<file path="config.mk">
export PLATFORM = sky130hd
export DESIGN_NAME = nonce_dispatch_ctrl
export DESIGN_NICKNAME = d
export VERILOG_FILES = /design/src/rtl/nonce_dispatch_ctrl.sv
export SDC_FILE = /design/constraint.sdc
export NUM_CORES = 1
export LEC_CHECK = 0
export CAP_MARGIN = 5
export CORE_ASPECT_RATIO = 1.2
export CORE_UTILIZATION = 41
export DETAILED_ROUTE_END_ITERATION = 8
export PLACE_DENSITY = 0.78
export SYNTH_ARGS = -nofsm -noshare
export SYNTH_HDL_FRONTEND = slang
export SYNTH_SLANG_ARGS = --single-unit
</file>
<file path="constraint.sdc">
create_clock -name clk -period 3.3 [get_ports clk]
set_input_delay 0.495 -clock clk [delete_from_list [all_inputs] [get_ports clk]]
set_output_delay 0.495 -clock clk [all_outputs]
set_load 0.01 [all_outputs]
</file>
<file path="src/rtl/nonce_dispatch_ctrl.sv">
// nonce_dispatch_ctrl: hands out fixed-size nonce chunks to idle hash cores and
// round-robin merges the cores' winning nonces into the nonce buffer writer.
module nonce_dispatch_ctrl #(
    parameter int unsigned NCORES    = 4,
    parameter int unsigned COUNTBITS = 8,
    parameter int unsigned NONCEW    = 32
) (
    input  logic                     clk,
    input  logic                     rst,
    input  logic                     blk_valid,
    output logic                     blk_ready,
    input  logic                     abort,
    output logic [NCORES-1:0]        core_start,
    output logic [NONCEW-1:0]        core_base,
    output logic                     core_kill,
    input  logic [NCORES-1:0]        core_done,
    input  logic [NCORES-1:0]        hit_valid,
    input  logic [NCORES*NONCEW-1:0] hit_nonce,
    output logic [NCORES-1:0]        hit_ready,
    output logic                     nb_wr_en,
    output logic [NONCEW-1:0]        nb_wr_data,
    input  logic                     nb_full,
    output logic                     busy,
    output logic                     exhausted
);

    localparam int unsigned PW = (NCORES > 1) ? $clog2(NCORES) : 1;
    localparam logic [NONCEW:0] CHUNK = {{NONCEW{1'b0}}, 1'b1} << COUNTBITS;

    typedef enum logic [1:0] {IDLE, DISPATCH, DRAIN} state_t;

    state_t            state;
    logic [NCORES-1:0] core_busy;
    logic [NONCEW-1:0] next_base;
    logic [PW-1:0]     rr_ptr;

    logic [NCORES-1:0] start_vec;
    logic              start_ok;
    logic [NCORES-1:0] busy_after_done;
    logic [NONCEW-1:0] issue_base;
    logic [NONCEW-1:0] base_sum;
    logic              base_carry;
    logic              accept;
    logic              issue;

    logic              win_found;
    logic [PW-1:0]     win_idx;
    logic [PW-1:0]     cand;
    logic [PW-1:0]     rr_next;
    logic [NONCEW-1:0] win_nonce;
    logic              grant;

    assign blk_ready = (state == IDLE);
    assign busy      = (state != IDLE);

    // Pick the lowest-index idle core from the busy vector held before the edge.
    always_comb begin
        start_vec = '0;
        start_ok  = 1'b0;
        for (int unsigned i = 0; i < NCORES; i++) begin
            if (!core_busy[i] && !start_ok) begin
                start_vec[i] = 1'b1;
                start_ok     = 1'b1;
            end
        end
    end

    // Chunk base for this cycle; the accepting cycle issues chunk 0 directly so
    // the first start lands on the edge that accepts the block.
    always_comb begin
        busy_after_done          = core_busy & ~core_done;
        issue_base               = (state == IDLE) ? '0 : next_base;
        {base_carry, base_sum}   = {1'b0, issue_base} + CHUNK;
        accept                   = (state == IDLE) && blk_valid && !abort;
        issue                    = !abort && start_ok && (accept || (state == DISPATCH));
    end

    // Round-robin search over hit_valid starting at rr_ptr.
    always_comb begin
        win_found = 1'b0;
        win_idx   = '0;
        cand      = '0;
        for (int unsigned k = 0; k < NCORES; k++) begin
            cand = PW'((32'(rr_ptr) + k) % NCORES);
            if (!win_found && hit_valid[cand]) begin
                win_found = 1'b1;
                win_idx   = cand;
            end
        end
        win_nonce = hit_nonce[32'(win_idx) * NONCEW +: NONCEW];
        rr_next   = (win_idx == PW'(NCORES - 1)) ? '0 : win_idx + PW'(1);
        grant     = win_found && !nb_full && !abort;
        hit_ready = '0;
        if (grant) begin
            hit_ready[win_idx] = 1'b1;
        end
    end

    // Control FSM, dispatch bookkeeping and registered outputs.
    always_ff @(posedge clk or posedge rst) begin
        if (rst) begin
            state      <= IDLE;
            core_busy  <= '0;
            next_base  <= '0;
            rr_ptr     <= '0;
            core_start <= '0;
            core_base  <= '0;
            core_kill  <= 1'b0;
            nb_wr_en   <= 1'b0;
            nb_wr_data <= '0;
            exhausted  <= 1'b0;
        end else begin
            core_start <= '0;
            core_kill  <= 1'b0;
            exhausted  <= 1'b0;
            nb_wr_en   <= grant;
            if (grant) begin
                nb_wr_data <= win_nonce;
                rr_ptr     <= rr_next;
            end

            if (abort) begin
                core_kill <= 1'b1;
                core_busy <= '0;
                state     <= IDLE;
            end else begin
                if (issue) begin
                    core_start <= start_vec;
                    core_base  <= issue_base;
                    next_base  <= base_sum;
                    core_busy  <= busy_after_done | start_vec;
                end else begin
                    core_busy  <= busy_after_done;
                end

                case (state)
                    IDLE: begin
                        if (blk_valid) begin
                            state <= DISPATCH;
                            if (!start_ok) begin
                                next_base <= '0;
                            end
                        end
                    end
                    DISPATCH: begin
                    end
                    DRAIN: begin
                        if (busy_after_done == '0) begin
                            exhausted <= 1'b1;
                            state     <= IDLE;
                        end
                    end
                    default: state <= IDLE;
                endcase

                if (issue && base_carry) begin
                    state <= DRAIN;
                end
            end
        end
    end

endmodule

</file>
==> impl_metrics.toml <==
[setup_path]
critical_path_class = "in -> out"
cp.arrival_ns = 2.55
crit_family = "buffers and inverters"
cp-start-kind = "input port"
crit_path_top_delay_cell = "clkdlybuf4s50_1"
path_buf_inv = 3
timing.critical_path.cells = "clkdlybuf4s50_1, mux2i_1, nor2_2, nor3_2, inv_2, ha_1, and2_1, clkdlybuf4s50_1"
crit_path_frequent_cell = "clkdlybuf4s50_1"
cp-end-kind = "output pin"
crit_path_max_incr_delay_ns = 0.50
required_ns = 2.80
crit_path_max_fanout = 5

[logic_synthesis]
ys_types = 57
ys_ff_latch = 111
ys.warnings.count = 0
syn-num-nets = 778
syn_inst = 632
synth_area_per_cell_um2 = 9.50
ys.flop_type = "dfrtp_1"
synth-edff-count = 0
yosysSeqAreaShare_pct = 46.3
synth_area_mm2 = 0.00600
synth-async-reset-ratio_pct = 100

[pwr]
peakVddDrop_mv = 0.268
p_leak_uw = 0.00364
p_sw_share_pct = 29.9
p_switching_uw = 1240
p_per_area_mw_per_mm2 = 477
pwr-share-seq_pct = 39.5
pwr-share-clk_pct = 27.7
p_int_uw = 2900
combPwrFrac_pct = 32.8

[global_routing]
antenna_found_initial = 0
first_global_vias = 5830
grt_max_degree = 49
grt-ovfl-total = 0
grt_usage_pct = 24.2
grt_pass1_wl_um = 29000

[floorplanning]
io_pins = 218
die_x_um = 112
core_region_area_mm2 = 0.0144
dieArea_mm2 = 0.0151
rows = 48
dieHeight_um = 135
initial_utilization_pct = 41.8

[sta]
setup_viol = 0
relSlewSlack_pct = 38.6
fin_crit_ns = 3.05
fmax_mhz = 328
finalMaxSlewViolations = 0
grt_setup_unrepaired = "no"
tightest_slew_ns = 0.920
hold_violations = 0
finalSetupTns_ns = 0
fin_skew_ns = 0.00981
post-route-period-util_pct = 92.4

[route]
drt_pass1_iterations = 5
ant_nets = 0
postRouteWirelength_um = 18100
routedWlPerCell_um = 18.0
vias = 5909
drt_iter0_markers = 409
drc = 0
vias_per_cell = 5.90

[finish]
fill_cells = 1193
insertedDiodeCount = 0
final_util_pct = 60.3
drive_above_1_share_pct = 10.8
area_growth_pct = 44.1
nNetsFinal = 967

[clocking]
clock_latency_ns = 0.34
cts_htree_levels = 3
cts.path.max_buffers = 2
cts_root_buf = "clkbuf_16"
hold_buffers = 0
cts_buffers = 9
clk_pin_slew_ns = 0.07
clock_sinks = 111
post_cts_buffers = 0
cts_tree = "done"

[worst_hold_path]
hold_class = "reg -> reg"

[status]
outcome = "completed"

[placed_design]
gp_congestion = 0.873
dp_hpwl_um = 13300
portBuffers = 217

[run]
maxCapViolations = 0
[repair_timing]
item | in CTS | in global routing
resized for setup | 0 | 1
endpoints found under the hold margin | 0 | 0
endpoints found under the setup margin | 0 | 2
[area by class of cell]
class	instances	area, um2	area share, %
multi-input combinational	454	2980	34.5
inverter	12	48.8	0.564
clock inverter	3	47.5	0.550
tap	175	219	2.53
timing repair buffer	233	2300	26.6
clock buffer	13	270	3.12
sequential	111	2780	32.1
[synthesized netlist by cell type (2+ instances only)]
cell type    n  area (um2)
dfrtp_1    111        2780
nand2_1     81         304
a21oi_1     50         250
nand4_1     40         250
clkbuf_1    39         146
o31ai_1     35         263
a221o_1     33         330
mux2_2      32         360
o21ai_0     29         145
nand3_1     24         120
nor2_1      23        86.3
inv_1       11        41.3
nor2b_1     11        68.8
mux2i_1     10         100
nor3_1       9        45.0
and2_1       8        50.1
buf_1        7        26.3
nand2b_1     7        43.8
or4_1        7        52.6
buf_2        6        30.0
or2_2        6        37.5
ha_1         5        62.6
a21o_1       3        22.5
and3_1       3        18.8
o21bai_1     3        22.5
a2bb2oi_1    2        17.5
and3_4       2        22.5
mux2_1       2        22.5
o211ai_1     2        15.0
o22ai_1      2        12.5
or3_1        2        12.5
xor2_1       2        17.5
[placed cells by master (no fill, tap or decap), types with 9 or more instances in the layout]
| master | count |
|---|---|
| nand4_1 | 40 |
| a21oi_1 | 49 |
| nand2_1 | 81 |
| clkdlybuf4s50_1 | 217 |
| nor2b_1 | 11 |
| inv_1 | 10 |
| mux2_2 | 32 |
| a221o_1 | 33 |
| o31ai_1 | 35 |
| mux2i_1 | 10 |
| nor2_1 | 21 |
| dfrtp_1 | 111 |
| buf_4 | 15 |
| o21ai_0 | 28 |
| nand3_1 | 23 |
| clkbuf_16 | 9 |
[flip-flops by register name (all words and copies together) (netlist names), 2 cells and up]
| register | count |
|---|---|
| core_base | 32 |
| core_busy | 4 |
| core_start | 4 |
| nb_wr_data | 32 |
| next_base | 32 |
| rr_ptr | 2 |
| state | 2 |
[per-layer routing]
metal  vias to the layer above  GRT usage, %  part of all wire (%)
met5                         -             0                     0
met4                         0          11.0                   3.2
met3                        41          4.04                   6.8
met2                       302          42.5                    51
met1                      2843          29.1                    39
li1                       2723             -                     -
[cells by family (layout without fill, tap and decap cells)]
logic type	count (synthesis)	count (layout)	share of synthesized area, %
flip-flops	111	111	46.3
buffers and inverters	67	261	4.52
adder cells (fa/ha/maj)	5	5	1.04
XOR/XNOR	2	2	0.292
AO/OA/AOI/OAI	171	171	19.9
multiplexers	44	44	8.05
AND/OR/NAND/NOR	232	232	20.0
[metrics by stage]
step                      cell area (um2)  power, uW  hold WS [ns]  instances  setup WS (ns)
after floorplan                      6010       2310         0.442        632          0.636
after global placement               8330       2960         0.460        985          0.357
after detailed placement             8330       3000         0.469        985          0.201
after CTS                            8640       4150         0.485       1001          0.201
after global routing                 8650       4310         0.499       1001          0.131
final                                8650       4130         0.479       1001          0.250
[tightest hold or removal path, stage by stage, from the launching register on]
cell	delay, ns
dfrtp_1	0.34
nand2_1	0.05
o21ai_0	0.06
[final timing paths]
| check | start | to | slack (ns) | cells after the start |
|---|---|---|---|---|
| hold reg to reg | core_base[12]$_DFFE_PP0P_ | core_base[12]$_DFFE_PP0P_ | 0.48 | 2 |
| min in group asynchronous | rst | nb_wr_data[13]$_DFFE_PP0P_ | 0.68 | 2 |
| max in group asynchronous | rst | core_base[17]$_DFFE_PP0P_ | 1.80 | 3 |
| setup reg to reg | state[0]$_DFFE_PP0P_ | next_base[28]$_DFFE_PP0N_ | 0.60 | 7 |
| setup / recovery | hit_valid[2] | hit_ready[2] | 0.25 | 8 |
| hold / removal | core_base[12]$_DFFE_PP0P_ | core_base[12]$_DFFE_PP0P_ | 0.48 | 2 |
[power groups by stage]
| stage | Combinational, uW | Sequential, uW | Clock, uW |
|---|---|---|---|
| final | 1350 | 1630 | 1150 |
| after floorplan | 613 | 1700 | 0 |
| after global routing | 1440 | 1650 | 1220 |
| after global placement | 1310 | 1650 | 0 |
| after detailed placement | 1340 | 1650 | 0 |
| after CTS | 1340 | 1630 | 1170 |
Power figures use the tool's default switching activity.
